**config.mk**
```make
export PLATFORM = sky130hd
export DESIGN_NAME = sha256_stream_node_flat
export DESIGN_NICKNAME = d
export VERILOG_FILES = /design/src/rtl/sha256_stream_node_if.sv /design/src/rtl/sha256_stream_node.sv /design/src/flat_wrapper.sv
export SDC_FILE = /design/constraint.sdc
export NUM_CORES = 2
export LEC_CHECK = 0
export BUFFER_PORTS_ARGS = -buffer_cell sky130_fd_sc_hd__buf_2
export CORE_UTILIZATION = 50
export CTS_CLUSTER_DIAMETER = 150
export DETAILED_ROUTE_END_ITERATION = 6
export PLACE_DENSITY = 0.65
export SLEW_MARGIN = 0
export SYNTH_ARGS = -nofsm -noshare
export SYNTH_HDL_FRONTEND = slang
export SYNTH_HIERARCHICAL = 1
export SYNTH_SLANG_ARGS = --single-unit
export TNS_END_PERCENT = 1
```
**constraint.sdc**
```tcl
create_clock -name clk_i -period 22.2 [get_ports clk_i]
set_clock_uncertainty 0.05 [all_clocks]
set_input_delay 4.44 -clock clk_i [delete_from_list [all_inputs] [get_ports clk_i]]
set_output_delay 4.44 -clock clk_i [all_outputs]
set_load 0.05 [all_outputs]
```
**src/rtl/sha256_stream_node_if.sv**
```systemverilog
// Word-stream bus for sha256_stream_node: message words in, digest words out.
// The node takes the slave view; whoever feeds and drains it takes the master view.
interface sha256_stream_node_if #(
  parameter int in_width_p  = 32,
  parameter int out_width_p = 32
);
  logic                   v_i;
  logic [in_width_p-1:0]  data_i;
  logic                   last_i;
  logic                   ready_o;
  logic                   v_o;
  logic [out_width_p-1:0] data_o;
  logic                   last_o;
  logic                   yumi_i;

  modport master (output v_i, data_i, last_i, yumi_i,
                  input  ready_o, v_o, data_o, last_o);
  modport slave  (input  v_i, data_i, last_i, yumi_i,
                  output ready_o, v_o, data_o, last_o);
endinterface

```
**src/rtl/sha256_stream_node.sv**
```systemverilog
// Streaming SHA-256 node: gathers 512-bit blocks, chains them through an iterative
// compression core, then emits the 256-bit digest as out_width_p-bit words.
module sha256_compress (
  input  logic         clk_i,
  input  logic         reset_i,
  input  logic         v_i,
  output logic         ready_o,
  input  logic [511:0] block_i,
  input  logic [255:0] hash_i,
  output logic         v_o,
  output logic [255:0] hash_o
);
  typedef enum logic {C_IDLE, C_RUN} core_state_e;

  localparam logic [0:63][31:0] K = {
    32'h428a2f98, 32'h71374491, 32'hb5c0fbcf, 32'he9b5dba5, 32'h3956c25b, 32'h59f111f1, 32'h923f82a4, 32'hab1c5ed5,
    32'hd807aa98, 32'h12835b01, 32'h243185be, 32'h550c7dc3, 32'h72be5d74, 32'h80deb1fe, 32'h9bdc06a7, 32'hc19bf174,
    32'he49b69c1, 32'hefbe4786, 32'h0fc19dc6, 32'h240ca1cc, 32'h2de92c6f, 32'h4a7484aa, 32'h5cb0a9dc, 32'h76f988da,
    32'h983e5152, 32'ha831c66d, 32'hb00327c8, 32'hbf597fc7, 32'hc6e00bf3, 32'hd5a79147, 32'h06ca6351, 32'h14292967,
    32'h27b70a85, 32'h2e1b2138, 32'h4d2c6dfc, 32'h53380d13, 32'h650a7354, 32'h766a0abb, 32'h81c2c92e, 32'h92722c85,
    32'ha2bfe8a1, 32'ha81a664b, 32'hc24b8b70, 32'hc76c51a3, 32'hd192e819, 32'hd6990624, 32'hf40e3585, 32'h106aa070,
    32'h19a4c116, 32'h1e376c08, 32'h2748774c, 32'h34b0bcb5, 32'h391c0cb3, 32'h4ed8aa4a, 32'h5b9cca4f, 32'h682e6ff3,
    32'h748f82ee, 32'h78a5636f, 32'h84c87814, 32'h8cc70208, 32'h90befffa, 32'ha4506ceb, 32'hbef9a3f7, 32'hc67178f2
  };

  function automatic logic [31:0] rotr(input logic [31:0] x, input int unsigned n);
    return (x >> n) | (x << (32 - n));
  endfunction

  core_state_e  r_state;
  logic         r_ready;
  logic         r_v;
  logic [255:0] r_hash;
  logic [255:0] r_hin;
  logic [5:0]   r_t;
  logic [31:0]  r_a, r_b, r_c, r_d, r_e, r_f, r_g, r_h;
  logic [31:0]  r_w [16];

  logic [31:0]  w_t1, w_t2, w_wnext, w_na, w_ne;

  // r_w is a sliding window: r_w[0] is W[t], r_w[15] is W[t+15]
  always_comb begin
    w_t1    = r_h + (rotr(r_e, 6) ^ rotr(r_e, 11) ^ rotr(r_e, 25))
            + ((r_e & r_f) ^ (~r_e & r_g)) + K[r_t] + r_w[0];
    w_t2    = (rotr(r_a, 2) ^ rotr(r_a, 13) ^ rotr(r_a, 22))
            + ((r_a & r_b) ^ (r_a & r_c) ^ (r_b & r_c));
    w_wnext = (rotr(r_w[14], 17) ^ rotr(r_w[14], 19) ^ (r_w[14] >> 10)) + r_w[9]
            + (rotr(r_w[1], 7) ^ rotr(r_w[1], 18) ^ (r_w[1] >> 3)) + r_w[0];
    w_na    = w_t1 + w_t2;
    w_ne    = r_d + w_t1;
  end

  always_ff @(posedge clk_i or negedge reset_i) begin
    if (!reset_i) begin
      r_state <= C_IDLE;
      r_ready <= 1'b1;
      r_v     <= 1'b0;
      r_hash  <= '0;
      r_hin   <= '0;
      r_t     <= '0;
      {r_a, r_b, r_c, r_d, r_e, r_f, r_g, r_h} <= '0;
      for (int unsigned k = 0; k < 16; k++) r_w[k] <= '0;
    end else begin
      r_v <= 1'b0;
      unique case (r_state)
        C_IDLE: begin
          if (v_i && r_ready) begin
            r_hin   <= hash_i;
            {r_a, r_b, r_c, r_d, r_e, r_f, r_g, r_h} <= hash_i;
            for (int unsigned k = 0; k < 16; k++) r_w[k] <= block_i[511 - k*32 -: 32];
            r_t     <= '0;
            r_ready <= 1'b0;
            r_state <= C_RUN;
          end
        end
        C_RUN: begin
          {r_a, r_b, r_c, r_d, r_e, r_f, r_g, r_h} <= {w_na, r_a, r_b, r_c, w_ne, r_e, r_f, r_g};
          for (int unsigned k = 0; k < 15; k++) r_w[k] <= r_w[k+1];
          r_w[15] <= w_wnext;
          r_t     <= r_t + 6'd1;
          if (r_t == 6'd63) begin
            r_hash  <= {r_hin[255:224] + w_na, r_hin[223:192] + r_a,
                        r_hin[191:160] + r_b,  r_hin[159:128] + r_c,
                        r_hin[127:96]  + w_ne, r_hin[95:64]   + r_e,
                        r_hin[63:32]   + r_f,  r_hin[31:0]    + r_g};
            r_v     <= 1'b1;
            r_ready <= 1'b1;
            r_state <= C_IDLE;
          end
        end
        default: r_state <= C_IDLE;
      endcase
    end
  end

  assign ready_o = r_ready;
  assign v_o     = r_v;
  assign hash_o  = r_hash;
endmodule

module sha256_stream_node #(
  parameter int in_width_p  = 32,
  parameter int out_width_p = 32,
  parameter int id_p        = 0
) (
  input logic                 clk_i,
  input logic                 reset_i,
  input logic                 en_i,
  sha256_stream_node_if.slave bus
);
  localparam int unsigned N   = 512 / in_width_p;
  localparam int unsigned M   = 256 / out_width_p;
  localparam int unsigned WCW = (N > 1) ? $clog2(N) : 1;
  localparam int unsigned OCW = (M > 1) ? $clog2(M) : 1;
  localparam logic [255:0] IV =
    256'h6a09e667_bb67ae85_3c6ef372_a54ff53a_510e527f_9b05688c_1f83d9ab_5be0cd19;

  if (512 % in_width_p != 0)  begin : g_bad_in  $error("in_width_p must divide 512");  end
  if (256 % out_width_p != 0) begin : g_bad_out $error("out_width_p must divide 256"); end
  if (id_p < 0)               begin : g_bad_id  $error("id_p must be non-negative");   end

  typedef enum logic [1:0] {S_FILL, S_HASH, S_OUT} state_e;

  state_e         r_state;
  logic           r_live;
  logic           r_last_blk;
  logic           r_core_v;
  logic [WCW-1:0] r_wcnt;
  logic [OCW-1:0] r_ocnt;
  logic [511:0]   r_blk;
  logic [255:0]   r_h;

  logic                   w_accept, w_take, w_core_ready, w_core_v;
  logic [255:0]           w_core_hash;
  logic [out_width_p-1:0] w_word;

  sha256_compress u_core (
    .clk_i   (clk_i),
    .reset_i (reset_i),
    .v_i     (r_core_v),
    .ready_o (w_core_ready),
    .block_i (r_blk),
    .hash_i  (r_h),
    .v_o     (w_core_v),
    .hash_o  (w_core_hash)
  );

  // r_live keeps ready_o low from reset until the first enabled clock edge
  assign bus.ready_o = r_live & en_i & (r_state == S_FILL);
  assign bus.v_o     = en_i & (r_state == S_OUT);
  assign bus.last_o  = bus.v_o & (r_ocnt == OCW'(M - 1));
  assign w_accept    = bus.v_i & bus.ready_o;
  assign w_take      = bus.yumi_i & bus.v_o;

  always_comb begin
    w_word = '0;
    for (int unsigned k = 0; k < M; k++)
      if (r_ocnt == OCW'(k)) w_word = r_h[255 - k*out_width_p -: out_width_p];
    bus.data_o = (r_state == S_OUT) ? w_word : '0;
  end

  always_ff @(posedge clk_i or negedge reset_i) begin
    if (!reset_i) begin
      r_state    <= S_FILL;
      r_live     <= 1'b0;
      r_last_blk <= 1'b0;
      r_core_v   <= 1'b0;
      r_wcnt     <= '0;
      r_ocnt     <= '0;
      r_blk      <= '0;
      r_h        <= IV;
    end else begin
      r_live <= r_live | en_i;
      unique case (r_state)
        S_FILL: begin
          if (w_accept) begin
            for (int unsigned k = 0; k < N; k++)
              if (r_wcnt == WCW'(k)) r_blk[511 - k*in_width_p -: in_width_p] <= bus.data_i;
            if (r_wcnt == WCW'(N - 1)) begin
              r_last_blk <= bus.last_i;
              r_wcnt     <= '0;
              r_core_v   <= 1'b1;
              r_state    <= S_HASH;
            end else begin
              r_wcnt <= r_wcnt + WCW'(1);
            end
          end
        end
        // Deliberately not gated by en_i so an in-flight block always lands in H
        S_HASH: begin
          if (r_core_v && w_core_ready) r_core_v <= 1'b0;
          if (w_core_v) begin
            r_h     <= w_core_hash;
            r_state <= r_last_blk ? S_OUT : S_FILL;
          end
        end
        S_OUT: begin
          if (w_take) begin
            if (r_ocnt == OCW'(M - 1)) begin
              r_ocnt     <= '0;
              r_h        <= IV;
              r_last_blk <= 1'b0;
              r_state    <= S_FILL;
            end else begin
              r_ocnt <= r_ocnt + OCW'(1);
            end
          end
        end
        default: r_state <= S_FILL;
      endcase
    end
  end
endmodule

```
**src/flat_wrapper.sv**
```systemverilog
// flat-port wrapper written by rule: the top's interface ports become plain ports
module sha256_stream_node_flat 
#(
  parameter int in_width_p  = 32,
  parameter int out_width_p = 32,
  parameter int id_p        = 0
)
  (clk_i, reset_i, en_i, bus_v_i, bus_data_i, bus_last_i, bus_yumi_i, bus_ready_o, bus_v_o, bus_data_o, bus_last_o);
  sha256_stream_node_if #(.in_width_p(in_width_p), .out_width_p(out_width_p)) bus_i ();
  input logic clk_i;
  input logic reset_i;
  input logic en_i;
  input wire logic [$bits(bus_i.v_i)-1:0] bus_v_i;
  input wire logic [$bits(bus_i.data_i)-1:0] bus_data_i;
  input wire logic [$bits(bus_i.last_i)-1:0] bus_last_i;
  input wire logic [$bits(bus_i.yumi_i)-1:0] bus_yumi_i;
  output wire logic [$bits(bus_i.ready_o)-1:0] bus_ready_o;
  output wire logic [$bits(bus_i.v_o)-1:0] bus_v_o;
  output wire logic [$bits(bus_i.data_o)-1:0] bus_data_o;
  output wire logic [$bits(bus_i.last_o)-1:0] bus_last_o;
  assign bus_i.v_i = bus_v_i;
  assign bus_i.data_i = bus_data_i;
  assign bus_i.last_i = bus_last_i;
  assign bus_i.yumi_i = bus_yumi_i;
  assign bus_ready_o = bus_i.ready_o;
  assign bus_v_o = bus_i.v_o;
  assign bus_data_o = bus_i.data_o;
  assign bus_last_o = bus_i.last_o;
  sha256_stream_node #(.in_width_p(in_width_p), .out_width_p(out_width_p), .id_p(id_p)) u_core (.clk_i(clk_i), .reset_i(reset_i), .en_i(en_i), .bus(bus_i));
endmodule
```
==> summary.md <==
| Metric | Value |
|---|---|
| Status | `finished, final reports clean` |
| EDFF count, synth | `0` |
| Synth Area in Compound Gates | `12.38%` |
| Clock transition at path regs | `60 ps` |
| Sum of negative setup slack | `0 ps` |
| # nets final | `11400` |
| Sequential element share of the synthesized area | `45.17%` |
| CP Launch Type | `flop` |
| Synth Instances | `11030` |
| Most common cell after layout, fill and taps aside | `dfrtp_1` |
| Worst Hold Endpoint | `u_core/u_core/hash_o[245]` |
| Dominant synthesized flop cell | `dfrtp_1` |
| Routing usage on met2 | `49.96%` |
| GRT Util Overall | `29.90%` |
| Core outline area | `227900 um^2` |
| Die Wd | `481.6 um` |
| Static leakage | `60.47 nW` |
| Crit. End Element | `flop` |
| Num CTS Buffers | `222` |
| TritonRoute pass-1 iters | `6` |
| Post-Synth Simple-Gate Area | `9.170%` |
| WL final | `348400 um` |
| Number of global-route vias before repair | `83730` |
| Cell mode on critical path | `a21o_1` |
| Min-delay src | `u_core/u_core/hash_o[245]` |
| CTS root buf | `clkbuf_16` |
| TritonCTS clock tree | `built` |
| Overall power | `8.782 mW` |
| Resized cells post-CTS | `0` |
| Psw | `2.059 mW` |
| Met1 Track Usage GR | `38.39%` |
| Max-cap violation count | `0` |
| Worst EP required | `22890 ps` |
| Routed WL per cell | `24.94 um` |
| Hold WS | `410.1 ps` |
| Setup violators final | `0` |
| Via density | `5.934` |
| Synth Area in XOR/XNOR | `4.514%` |
| Fin area | `125300 um^2` |
| Pins Over Slew Limit | `0` |
| Sequential power share | `49.9%` |
| I/O Pins | `73` |
| Fmax | `78.15 MHz` |
| Clk pwr share | `43.6%` |
| GPL Wtd Cong | `0.9491` |
| Most Crowded Layer GR | `met2` |
| Maximum VDD drop | `0.00007496 V` |
| Measured slew at the worst slew-check pin | `1382 ps` |
| First-pass GRT wire length | `527200 um` |
| Row Count | `175` |
| Final worst slack | `9405 ps` |
| Yosys warns | `6` |
| R2R depth | `45` |
| Worst-Skew Late Latency | `900 ps` |
| Seq cells post-synth | `2069` |
| Grt met3 use | `4.408%` |
| Count of buffers from port buffering | `72` |
| Largest family of logic cells by synthesized area | `multiplexers` |
| Async SR Flop Fraction | `100.0%` |
| Internal power | `6.722 mW` |
| Combinational group share of total power | `6.5%` |
| Synth Area in Adders | `7.887%` |
| Final hold violation count | `0` |
| Clock buffer depth | `3` |
| R2R Setup Slk | `9400 ps` |
| Worst Hold Class | `flop to flop` |
| Post-synthesis mux area share | `16.83%` |
| RR Startpoint | `u_core/u_core/r_t[0]` |
| Syn Nets | `11680` |
| Die height | `481.6 um` |
| Slowest-stage cell, CP | `ha_1` |
| Placed instance area | `117700 um^2` |
| CTS sink cnt | `2069` |
| Post-route insts no fill | `13970` |
| Setup bufs post-CTS | `0` |
| Initial antenna violation count | `33` |
| CP Class | `flop to flop` |
| P&R area growth vs syn | `8.992%` |
| Fraction of layout instances using a drive strength above 1 | `13.75%` |
| Total placed cells including tap cells | `13540` |
| Tmin final | `12800 ps` |
| Netlist cell types | `101` |
| Routed Antenna Nets | `0` |
| Global route overflow | `0` |
| CP max stage delay | `930 ps` |
| Initial Util | `50.46%` |
| Sw frac | `23.45%` |
| Crit-path max FO | `18` |
| DRC | `0` |
| Die area | `231900 um^2` |
| Fill count | `19640` |
| R2r endpoint | `u_core/u_core/hash_o[255]` |
| Rel. slew slack | `6.910%` |
| Pre-CTS WS | `9547 ps` |
| Hold Path Cell Cnt | `2` |
| Final Util | `54.99%` |
| Most frequent cells in the layout | `dfrtp_1 (1927), nand2_1 (1343), o21ai_0 (1158)` |
| Arr. time, crit path | `13490 ps` |
| RSZ-0062 raised after global routing | `no` |
| Via Count | `82900` |
| Avg Cell Area, Syn | `10.42 um^2` |
| PD cells | `70.06 nW/um^2` |
| DR iter-0 viols | `6954` |
| Mapped Area | `115000 um^2` |
| Period utilization | `57.64%` |
| Detailed placement HPWL | `246400 um` |
| Largest net degree at the start of global routing | `183` |
| Hold-fix buffers, CTS | `0` |
| Max H-tree Level | `4` |
synthesized netlist by cell type (199+ instances only):
cell | instances | share of area, %
o21ai_0 | 1158 | 5.0
nand2_1 | 1345 | 4.4
mux2_2 | 692 | 6.8
inv_1 | 471 | 1.5
nor2_1 | 393 | 1.3
mux2_1 | 202 | 2.0
clkbuf_1 | 577 | 1.9
a21o_1 | 219 | 1.4
ha_1 | 409 | 4.4
xnor2_1 | 390 | 3.0
mux2i_1 | 919 | 8.0
xor2_1 | 199 | 1.5
dfrtp_1 | 1932 | 42
a21oi_1 | 389 | 1.7
sequential cells by signal, summed over array words and instances, names as in the netlist, 2 cells and up:
signal / cells
u_core/r_blk: 512
u_core/u_core/r_w: 512
u_core/r_h: 256
u_core/u_core/hash_o: 256
u_core/u_core/r_hin: 256
u_core/u_core/r_a: 32
u_core/u_core/r_b: 32
u_core/u_core/r_c: 32
u_core/u_core/r_d: 32
u_core/u_core/r_e: 32
u_core/u_core/r_f: 32
u_core/u_core/r_g: 32
u_core/u_core/r_h: 32
u_core/u_core/r_t: 6
u_core/r_wcnt: 4
u_core/r_ocnt: 3
u_core/r_state: 2
worst max-delay path by stage:
stage / from / end / slack [ps]
after floorplan: en_i / bus_last_o / 11970
after global placement: u_core/u_core/r_t[0] / u_core/u_core/hash_o[255] / 9450
after detailed placement: u_core/u_core/r_t[0] / u_core/u_core/hash_o[255] / 9550
after CTS: u_core/u_core/r_t[0] / u_core/u_core/hash_o[255] / 9550
after global routing: u_core/u_core/r_t[0] / u_core/u_core/hash_o[255] / 8960
final: u_core/u_core/r_t[0] / u_core/u_core/hash_o[255] / 9400
power by group through the flow:
stage / registers [mW] / clock network (mW) / logic, mW
5_1_grt: 4.43 / 4.05 / 0.631
4_1_cts: 4.38 / 3.90 / 0.583
2_1_floorplan: 4.38 / 0 / 0.418
3_3_place_gp: 4.42 / 0 / 0.550
6_report: 4.38 / 3.83 / 0.569
3_5_place_dp: 4.45 / 0 / 0.581
logic make-up (layout without fill, tap and decap cells):
| logic type | count (synthesis) | in the layout |
|---|---|---|
| AND/OR/NAND/NOR | 2384 | 2384 |
| AO/OA/AOI/OAI | 2360 | 2360 |
| flip-flops | 2069 | 2069 |
| multiplexers | 1817 | 1817 |
| buffers and inverters | 1204 | 1118 |
| adder cells (fa/ha/maj) | 609 | 609 |
| XOR/XNOR | 591 | 591 |
| other | 0 | 14 |
routing by layer:
metal | part of all wire [%] | up-vias
met5 | 0.028 | -
li1 | - | 37660
met4 | 4.7 | 16
met1 | 41 | 42150
met2 | 48 | 2411
met3 | 5.4 | 662
critical path, delay by kind of cell (launching register included):
family	cells	cell delay, ps
AOI/OAI and AO/OA	20	4600
xor gates and xnor gates	4	890
adders and majority gates	9	4190
buffers and inverters	3	660
DFF	1	790
and+or+nand+nor	9	1510
area by class of cell:
class	instances	area, um^2	area share (%)
clock inverters	78	1092	0.8714
diodes	14	35.03	0.02795
multi-input cells	7761	58590	46.75
clock buffers	338	6514	5.196
repair buffers	228	1609	1.284
inverters	474	1779	1.419
flip-flops and latches	2069	51960	41.45
well taps	3009	3765	3.004
Power figures use the tool's default switching activity.
